### src/rtl/feature_dequant_align_pkg.sv
// Shared constants, types and shift helpers for the feature de-quantisation / alignment stage.
// Widths default to the accumulator (36) and packed-feature (16) lane sizes.
package feature_dequant_align_pkg;

   localparam int MAC_OUTPUT_WIDTH_DEF = 36;
   localparam int FEATURE_WIDTH_DEF    = 16;
   localparam int FEA_LANES            = 8;
   localparam int FEA_MAX_SHIFT        = 16;
   localparam int QUANT_W              = 4;
   localparam int SHIFT_W              = 5;
   localparam int BEAT_CNT_W           = 16;

   typedef logic [QUANT_W-1:0]    quant_t;
   typedef logic [SHIFT_W-1:0]    shift_t;
   typedef logic [BEAT_CNT_W-1:0] beat_cnt_t;

   // Modular 5-bit shift: a negative difference wraps into the illegal 16..31 range.
   function automatic shift_t calc_shift(input quant_t in_q, input quant_t w_q, input quant_t out_q);
      return shift_t'({1'b0, in_q} + {1'b0, w_q} - {1'b0, out_q});
   endfunction

   function automatic logic shift_legal(input shift_t s);
      return (32'(s) < FEA_MAX_SHIFT);
   endfunction

endpackage

### src/rtl/feature_dequant_align_if.sv
// Feature-in / accumulator-out handshake bundle, including per-beat quant config and status.
// master = the side that feeds features and drains results; slave = the dequant block.
interface feature_dequant_align_if #(
   parameter int FEATURE_WIDTH    = feature_dequant_align_pkg::FEATURE_WIDTH_DEF,
   parameter int MAC_OUTPUT_WIDTH = feature_dequant_align_pkg::MAC_OUTPUT_WIDTH_DEF
);
   logic [FEATURE_WIDTH*8-1:0]    fea_data;
   logic                          fea_valid;
   logic                          fea_last;
   logic                          fea_ready;
   logic [3:0]                    fea_in_quant_size;
   logic [3:0]                    fea_out_quant_size;
   logic [3:0]                    weight_quant_size;
   logic [MAC_OUTPUT_WIDTH*8-1:0] mac_data;
   logic                          mac_valid;
   logic                          mac_last;
   logic                          mac_ready;
   logic                          quant_error;
   logic [15:0]                   beat_count;

   modport master (
      output fea_data, fea_valid, fea_last,
      output fea_in_quant_size, fea_out_quant_size, weight_quant_size,
      output mac_ready,
      input  fea_ready, mac_data, mac_valid, mac_last, quant_error, beat_count
   );

   modport slave (
      input  fea_data, fea_valid, fea_last,
      input  fea_in_quant_size, fea_out_quant_size, weight_quant_size,
      input  mac_ready,
      output fea_ready, mac_data, mac_valid, mac_last, quant_error, beat_count
   );
endinterface

### src/rtl/feature_lane_expand.sv
// One lane: sign-extend a packed feature to accumulator width and shift left by S+1.
// Illegal shifts (S >= 16) force the lane to zero and raise illegal_o.
module feature_lane_expand
   import feature_dequant_align_pkg::*;
#(
   parameter int FEATURE_WIDTH    = FEATURE_WIDTH_DEF,
   parameter int MAC_OUTPUT_WIDTH = MAC_OUTPUT_WIDTH_DEF
) (
   input  logic signed [FEATURE_WIDTH-1:0]    fea_i,
   input  shift_t                             shift_i,
   output logic signed [MAC_OUTPUT_WIDTH-1:0] lane_o,
   output logic                               illegal_o
);

   logic signed [MAC_OUTPUT_WIDTH-1:0] ext;

   assign ext       = MAC_OUTPUT_WIDTH'(fea_i);
   assign illegal_o = !shift_legal(shift_i);

   // Undoes the activate-stage truncation {sign, acc[S+1 +: FW-1]}; the dropped low bits come back as zeros.
   always_comb begin
      lane_o = '0;
      if (!illegal_o) lane_o = ext <<< ({1'b0, shift_i} + 6'd1);
   end

endmodule

### src/rtl/feature_dequant_align.sv
// Expands 8 packed features to accumulator scale through a 2-stage stallable ready/valid pipeline,
// with per-beat shift captured at accept, illegal-shift flagging and a per-frame output beat counter.
module feature_dequant_align
   import feature_dequant_align_pkg::*;
#(
   parameter int MAC_OUTPUT_WIDTH = MAC_OUTPUT_WIDTH_DEF,
   parameter int FEATURE_WIDTH    = FEATURE_WIDTH_DEF
) (
   input  logic                    system_clk,
   input  logic                    rst_n,
   feature_dequant_align_if.slave  bus
);

   localparam int FW = FEATURE_WIDTH;
   localparam int MW = MAC_OUTPUT_WIDTH;

   if (FW + FEA_MAX_SHIFT > MW) begin : g_width_chk
      $error("feature_dequant_align: FEATURE_WIDTH+16 must not exceed MAC_OUTPUT_WIDTH");
   end

   logic                    s1_vld_q, s1_vld_d;
   logic [FEA_LANES*FW-1:0] s1_data_q, s1_data_d;
   shift_t                  s1_shift_q, s1_shift_d;
   logic                    s1_last_q, s1_last_d;

   logic                    s2_vld_q, s2_vld_d;
   logic [FEA_LANES*MW-1:0] s2_data_q, s2_data_d;
   logic                    s2_last_q, s2_last_d;
   logic                    qerr_q, qerr_d;
   beat_cnt_t               bcnt_q, bcnt_d;

   logic                    advance;
   logic                    s1_load;
   logic [FEA_LANES*MW-1:0] lane_exp;
   logic [FEA_LANES-1:0]    lane_illegal;
   logic                    s1_illegal;

   assign advance       = !s2_vld_q || bus.mac_ready;
   assign s1_load       = !s1_vld_q || advance;
   assign bus.fea_ready = s1_load;

   for (genvar i = 0; i < FEA_LANES; i++) begin : g_lane
      feature_lane_expand #(
         .FEATURE_WIDTH    (FW),
         .MAC_OUTPUT_WIDTH (MW)
      ) u_expand (
         .fea_i     (s1_data_q[i*FW +: FW]),
         .shift_i   (s1_shift_q),
         .lane_o    (lane_exp[i*MW +: MW]),
         .illegal_o (lane_illegal[i])
      );
   end

   assign s1_illegal = |lane_illegal;

   always_comb begin
      s1_vld_d   = s1_vld_q;
      s1_data_d  = s1_data_q;
      s1_shift_d = s1_shift_q;
      s1_last_d  = s1_last_q;
      s2_vld_d   = s2_vld_q;
      s2_data_d  = s2_data_q;
      s2_last_d  = s2_last_q;
      qerr_d     = 1'b0;
      bcnt_d     = bcnt_q;

      // Stage 1: capture beat with the shift derived from this cycle's quant config.
      if (s1_load) begin
         s1_vld_d = bus.fea_valid;
         if (bus.fea_valid) begin
            s1_data_d  = bus.fea_data;
            s1_shift_d = calc_shift(bus.fea_in_quant_size, bus.weight_quant_size,
                                    bus.fea_out_quant_size);
            s1_last_d  = bus.fea_last;
         end
      end

      // Stage 2: expanded lanes; error pulse marks the cycle an illegal beat lands here.
      if (advance) begin
         s2_vld_d = s1_vld_q;
         if (s1_vld_q) begin
            s2_data_d = lane_exp;
            s2_last_d = s1_last_q;
            qerr_d    = s1_illegal;
         end
      end

      if (s2_vld_q && bus.mac_ready) begin
         if (s2_last_q)           bcnt_d = '0;
         else if (bcnt_q != '1)   bcnt_d = bcnt_q + beat_cnt_t'(1);
      end
   end

   always_ff @(posedge system_clk or negedge rst_n) begin
      if (!rst_n) begin
         s1_vld_q   <= 1'b0;
         s1_data_q  <= '0;
         s1_shift_q <= '0;
         s1_last_q  <= 1'b0;
         s2_vld_q   <= 1'b0;
         s2_data_q  <= '0;
         s2_last_q  <= 1'b0;
         qerr_q     <= 1'b0;
         bcnt_q     <= '0;
      end else begin
         s1_vld_q   <= s1_vld_d;
         s1_data_q  <= s1_data_d;
         s1_shift_q <= s1_shift_d;
         s1_last_q  <= s1_last_d;
         s2_vld_q   <= s2_vld_d;
         s2_data_q  <= s2_data_d;
         s2_last_q  <= s2_last_d;
         qerr_q     <= qerr_d;
         bcnt_q     <= bcnt_d;
      end
   end

   assign bus.mac_data    = s2_data_q;
   assign bus.mac_valid   = s2_vld_q;
   assign bus.mac_last    = s2_last_q;
   assign bus.quant_error = qerr_q;
   assign bus.beat_count  = bcnt_q;

endmodule

### src/flat_wrapper.sv
// flat-port wrapper written by rule: the top's interface ports become plain ports
module feature_dequant_align_flat import feature_dequant_align_pkg::*;
#(
   parameter int MAC_OUTPUT_WIDTH = MAC_OUTPUT_WIDTH_DEF,
   parameter int FEATURE_WIDTH    = FEATURE_WIDTH_DEF
)
  (system_clk, rst_n, bus_fea_data, bus_fea_valid, bus_fea_last, bus_fea_in_quant_size, bus_fea_out_quant_size, bus_weight_quant_size, bus_mac_ready, bus_fea_ready, bus_mac_data, bus_mac_valid, bus_mac_last, bus_quant_error, bus_beat_count);
  feature_dequant_align_if #(.FEATURE_WIDTH(FEATURE_WIDTH), .MAC_OUTPUT_WIDTH(MAC_OUTPUT_WIDTH)) bus_i ();
  input  logic system_clk;
  input  logic rst_n;
  input wire logic [$bits(bus_i.fea_data)-1:0] bus_fea_data;
  input wire logic [$bits(bus_i.fea_valid)-1:0] bus_fea_valid;
  input wire logic [$bits(bus_i.fea_last)-1:0] bus_fea_last;
  input wire logic [$bits(bus_i.fea_in_quant_size)-1:0] bus_fea_in_quant_size;
  input wire logic [$bits(bus_i.fea_out_quant_size)-1:0] bus_fea_out_quant_size;
  input wire logic [$bits(bus_i.weight_quant_size)-1:0] bus_weight_quant_size;
  input wire logic [$bits(bus_i.mac_ready)-1:0] bus_mac_ready;
  output wire logic [$bits(bus_i.fea_ready)-1:0] bus_fea_ready;
  output wire logic [$bits(bus_i.mac_data)-1:0] bus_mac_data;
  output wire logic [$bits(bus_i.mac_valid)-1:0] bus_mac_valid;
  output wire logic [$bits(bus_i.mac_last)-1:0] bus_mac_last;
  output wire logic [$bits(bus_i.quant_error)-1:0] bus_quant_error;
  output wire logic [$bits(bus_i.beat_count)-1:0] bus_beat_count;
  assign bus_i.fea_data = bus_fea_data;
  assign bus_i.fea_valid = bus_fea_valid;
  assign bus_i.fea_last = bus_fea_last;
  assign bus_i.fea_in_quant_size = bus_fea_in_quant_size;
  assign bus_i.fea_out_quant_size = bus_fea_out_quant_size;
  assign bus_i.weight_quant_size = bus_weight_quant_size;
  assign bus_i.mac_ready = bus_mac_ready;
  assign bus_fea_ready = bus_i.fea_ready;
  assign bus_mac_data = bus_i.mac_data;
  assign bus_mac_valid = bus_i.mac_valid;
  assign bus_mac_last = bus_i.mac_last;
  assign bus_quant_error = bus_i.quant_error;
  assign bus_beat_count = bus_i.beat_count;
  feature_dequant_align #(.MAC_OUTPUT_WIDTH(MAC_OUTPUT_WIDTH), .FEATURE_WIDTH(FEATURE_WIDTH)) u_core (.system_clk(system_clk), .rst_n(rst_n), .bus(bus_i));
endmodule
### config.mk
export PLATFORM = sky130hd
export DESIGN_NAME = feature_dequant_align_flat
export DESIGN_NICKNAME = d
export VERILOG_FILES = /design/src/rtl/feature_dequant_align_pkg.sv /design/src/rtl/feature_dequant_align_if.sv /design/src/rtl/feature_lane_expand.sv /design/src/rtl/feature_dequant_align.sv /design/src/flat_wrapper.sv
export SDC_FILE = /design/constraint.sdc
export NUM_CORES = 1
export LEC_CHECK = 0
export CORE_ASPECT_RATIO = 0.6
export CORE_MARGIN = 5
export CORE_UTILIZATION = 59
export CTS_CLUSTER_SIZE = 25
export DETAILED_ROUTE_END_ITERATION = 10
export PLACE_DENSITY = 0.94
export SLEW_MARGIN = 20
export SYNTH_ARGS = -nofsm -noshare
export SYNTH_HDL_FRONTEND = slang
export SYNTH_HIERARCHICAL = 1
export SYNTH_SLANG_ARGS = --single-unit
export TNS_END_PERCENT = 10
### constraint.sdc
create_clock -name system_clk -period 5.1 [get_ports system_clk]
set_input_delay 1.275 -clock system_clk [delete_from_list [all_inputs] [get_ports system_clk]]
set_output_delay 1.275 -clock system_clk [all_outputs]
set_load 0.05 [all_outputs]
==> out/qor.json <==
{
  "run_status": "finished, final reports clean",
  "critical_path.top_delay_family": "buffers and inverters",
  "final_nets": 3241,
  "path_clk_slew_ns": 0.06,
  "timing.slew.headroom_pct": 23.5,
  "synthTopCellsByCount": "mux2_2, dfrtp_1, nor2_1, nand2_1, a21oi_1",
  "drtAntennaViolNets": 0,
  "cts_post_setup_buffers_inserted": 0,
  "combPwrFrac_pct": 62.9,
  "power_density_mw_per_mm2": 707,
  "dp_hpwl_um": 68000,
  "p_int_mw": 12.1,
  "grt_first_pass_wirelength_um": 143000,
  "crit_path_end": "bus_fea_ready",
  "first_global_vias": 23800,
  "area_growth_syn_to_layout_pct": 21.5,
  "maxCapViolations": 0,
  "cts_hold_repair.buffers": 0,
  "gp_congestion": 1.06,
  "num_io_pins": 453,
  "timing.critical_path.to_type": "output pin",
  "wirelength_per_cell_um": 24.5,
  "num_cts_buffers": 43,
  "synth_cells": 2738,
  "critPathBufInv": 2,
  "reg2reg_to": "u_core/bus.mac_data[119]",
  "synth-async-reset-ratio_pct": 100,
  "worstPathCellList": "clkdlybuf4s50_1 > nand3b_1 > clkdlybuf4s50_1",
  "core_area_mm2": 0.0478,
  "root_buffer": "clkbuf_16",
  "synth.net_count": 2901,
  "drt_iter0_drc": 2768,
  "synth-seq-area-share_pct": 38.9,
  "multi_input_area_mm2": 0.0161,
  "achievable_freq_mhz": 240,
  "timing.setup.critical_path_class": "input port to output pin",
  "post-route-drc-count": 0,
  "synth.cell_area_mm2": 0.0285,
  "reg2reg_setup_slack_ns": 1.12,
  "cp_common_cell": "clkdlybuf4s50_1",
  "fp-row-count": 62,
  "share_seq_of_total_power_pct": 23.5,
  "postRouteWirelength_um": 92300,
  "synth-edff-count": 0,
  "synth_top_area_share_pct": 38.9,
  "vias": 24400,
  "critical_path.slowest_cell": "clkdlybuf4s50_1",
  "final.setup.tns_ns": 0,
  "worst-r2r-cell-count": 7,
  "ir_worst_vdd_v": 0.000460,
  "path_depth": 3,
  "clock_tree_from_tritoncts": "yes",
  "rsz0062_at_grt": "no",
  "net-switching-power_mw": 12.3,
  "final.period_utilization_pct": 81.7,
  "cp-startpoint": "bus_mac_ready",
  "critical_path.startpoint_type": "input port",
  "floorplan.initialDensity_pct": 59.6,
  "drive_gt1_share_pct": 24.8,
  "pin_count_of_the_biggest_net_entering_global_routing": 168,
  "final-hold-violation-count": 0,
  "number_of_antenna_violations_at_the_first_check_in_global_routing": 9,
  "p_sw_share_pct": 50.3,
  "ctsHtreeMaxLevel": 2,
  "most_numerous_cell_in_the_yosys_netlist": "mux2_2",
  "die-width_um": 294,
  "port_buffers": 452,
  "setup_viol": 0,
  "postSynth.topFlopCell": "dfrtp_1",
  "synthTopCellsByArea": "dfrtp_1, mux2_2, mux2i_1, nor2_1, mux4_2",
  "cts-resized-gates": 0,
  "worst_flop_to_flop_path_startpoint": "u_core/s1_shift_q[0]",
  "finClkSkew_ns": 0.0135,
  "synth_largest_area_cell": "dfrtp_1",
  "worst_skew_pair.late_latency_ns": 0.56,
  "post_placement_worst_setup_slack_ns": 0.950,
  "storage_element_area_mm2": 0.0111,
  "setup_slack_ns": 0.931,
  "die-area_mm2": 0.0529,
  "layout.filler_cells": 3438,
  "timing_worst_slew_pin_value_ns": 1.14,
  "routed_via_density": 6.48,
  "post-route-util_pct": 72.4,
  "overall_routing_resource_usage_pct": 33.8,
  "synth_seq_cells": 442,
  "tritoncts_num_sinks": 442,
  "timing.final.crit_period_ns": 4.17,
  "critPathRequiredTime_ns": 3.83,
  "ys_warn_count": 6,
  "min-delay-path-class": "flip-flop to flip-flop",
  "timing_max_transition_violations_final": 0,
  "dr.pass1.iters": 6,
  "timing.critical_path.fanout_max": 4,
  "synthDistinctLibCells": 82,
  "die-height_um": 180,
  "gr-total-overflow": 0,
  "power.share.clock_pct": 13.6,
  "timing.critical_path.arrival_ns": 2.89,
  "crit_path_max_incr_delay_ns": 0.87,
  "syn-mean-instance-area_um2": 10.4,
  "p_leak_nw": 14.5,
  "ctsLongestPathBuffers": 3
}
## stage by stage
stage / cell area, um2 / power (mW) / hold WS [ns] / cells
6_report: 34600 / 24.4 / 0.503 / 3758
5_1_grt: 34600 / 25.6 / 0.513 / 3758
4_1_cts: 34500 / 24.2 / 0.506 / 3749
3_5_place_dp: 33100 / 20.8 / 0.492 / 3672
3_3_place_gp: 33100 / 20.5 / 0.485 / 3672
2_1_floorplan: 28500 / 16.2 / 0.457 / 2738
## cell usage in the layout, fill, tap and decap left out, drive strengths merged, types with 7 or more instances in the layout
cell type      instances
mux2                 522
clkdlybuf4s50        451
dfrtp                442
nor2                 288
nand2                206
a21oi                161
o21ai                148
mux2i                147
nor3                 100
nand3                 68
clkbuf                57
buf                   53
mux4                  48
o22ai                 33
a211oi                33
inv                   29
o211ai                22
a31oi                 20
nand2b                18
xor2                  17
xnor2                 17
ha                    14
and3                  13
o31ai                 13
o32ai                 11
o21bai                11
nand3b                10
a22oi                 10
o2bb2ai                9
diode                  8
o21ba                  8
clkinv                 8
or2                    8
a21o                   8
nor4                   8
a221oi                 7
a21boi                 7
## how the worst min path moves through the flow
stage          slack [ns]                        to  cells after the start                      from
2_1_floorplan        0.46      u_core/bus.mac_valid                      1           u_core/s1_vld_q
3_3_place_gp         0.49          u_core/s1_last_q                      1          u_core/s1_last_q
3_5_place_dp         0.49   u_core/bus.mac_data[74]                      1   u_core/bus.mac_data[74]
4_1_cts              0.51   u_core/bus.mac_data[74]                      1   u_core/bus.mac_data[74]
5_1_grt              0.51  u_core/bus.mac_data[203]                      1  u_core/bus.mac_data[203]
6_report             0.50  u_core/bus.mac_data[148]                      1  u_core/bus.mac_data[148]
## power by group through the flow
stage               sequential, mW  clock (mW)  combinational (mW)
floorplan                     8.80           0                7.44
global placement              5.67           0                14.8
detailed placement            5.76           0                15.1
CTS                           5.71        3.37                15.1
global route                  5.86        3.54                16.2
finish                        5.73        3.33                15.4
## flip-flops by register name, summed over array words and instances, names as in the netlist
signal / cells
u_core/bus.mac_data: 288
u_core/bus.mac_last: 1
u_core/s1_shift_q: 5
u_core/bus.mac_valid: 1
u_core/bus.beat_count: 16
u_core/s1_vld_q: 1
u_core/bus.quant_error: 1
u_core/s1_data_q: 128
u_core/s1_last_q: 1
## cells by family after synthesis
family	synth area share, %
multiplexers	29.7
AND/OR/NAND/NOR	12.2
buffers and inverters	4.58
flip-flops	38.9
XOR/XNOR	1.92
adder cells (fa/ha/maj)	0.897
AO/OA/AOI/OAI	11.8
## layout make-up
cell class | count | area share (%)
clock buffer | 57 | 3.47
inverter | 27 | 0.293
clock inverter | 20 | 0.749
antenna | 8 | 0.0579
tap | 640 | 2.32
multi-input combinational | 2060 | 46.6
timing repair buffer | 504 | 14.5
sequential | 442 | 32.0
## per-layer routing
| metal | vias to the layer above | GRT usage [%] | wire length [um] |
|---|---|---|---|
| met5 | - | 0 | 0 |
| met4 | 0 | 12.1 | 3840 |
| met3 | 197 | 6.78 | 8410 |
| met2 | 1352 | 51.5 | 41600 |
| met1 | 12100 | 48.3 | 38400 |
| li1 | 10700 | - | - |
(Power assumes the default switching activity.)
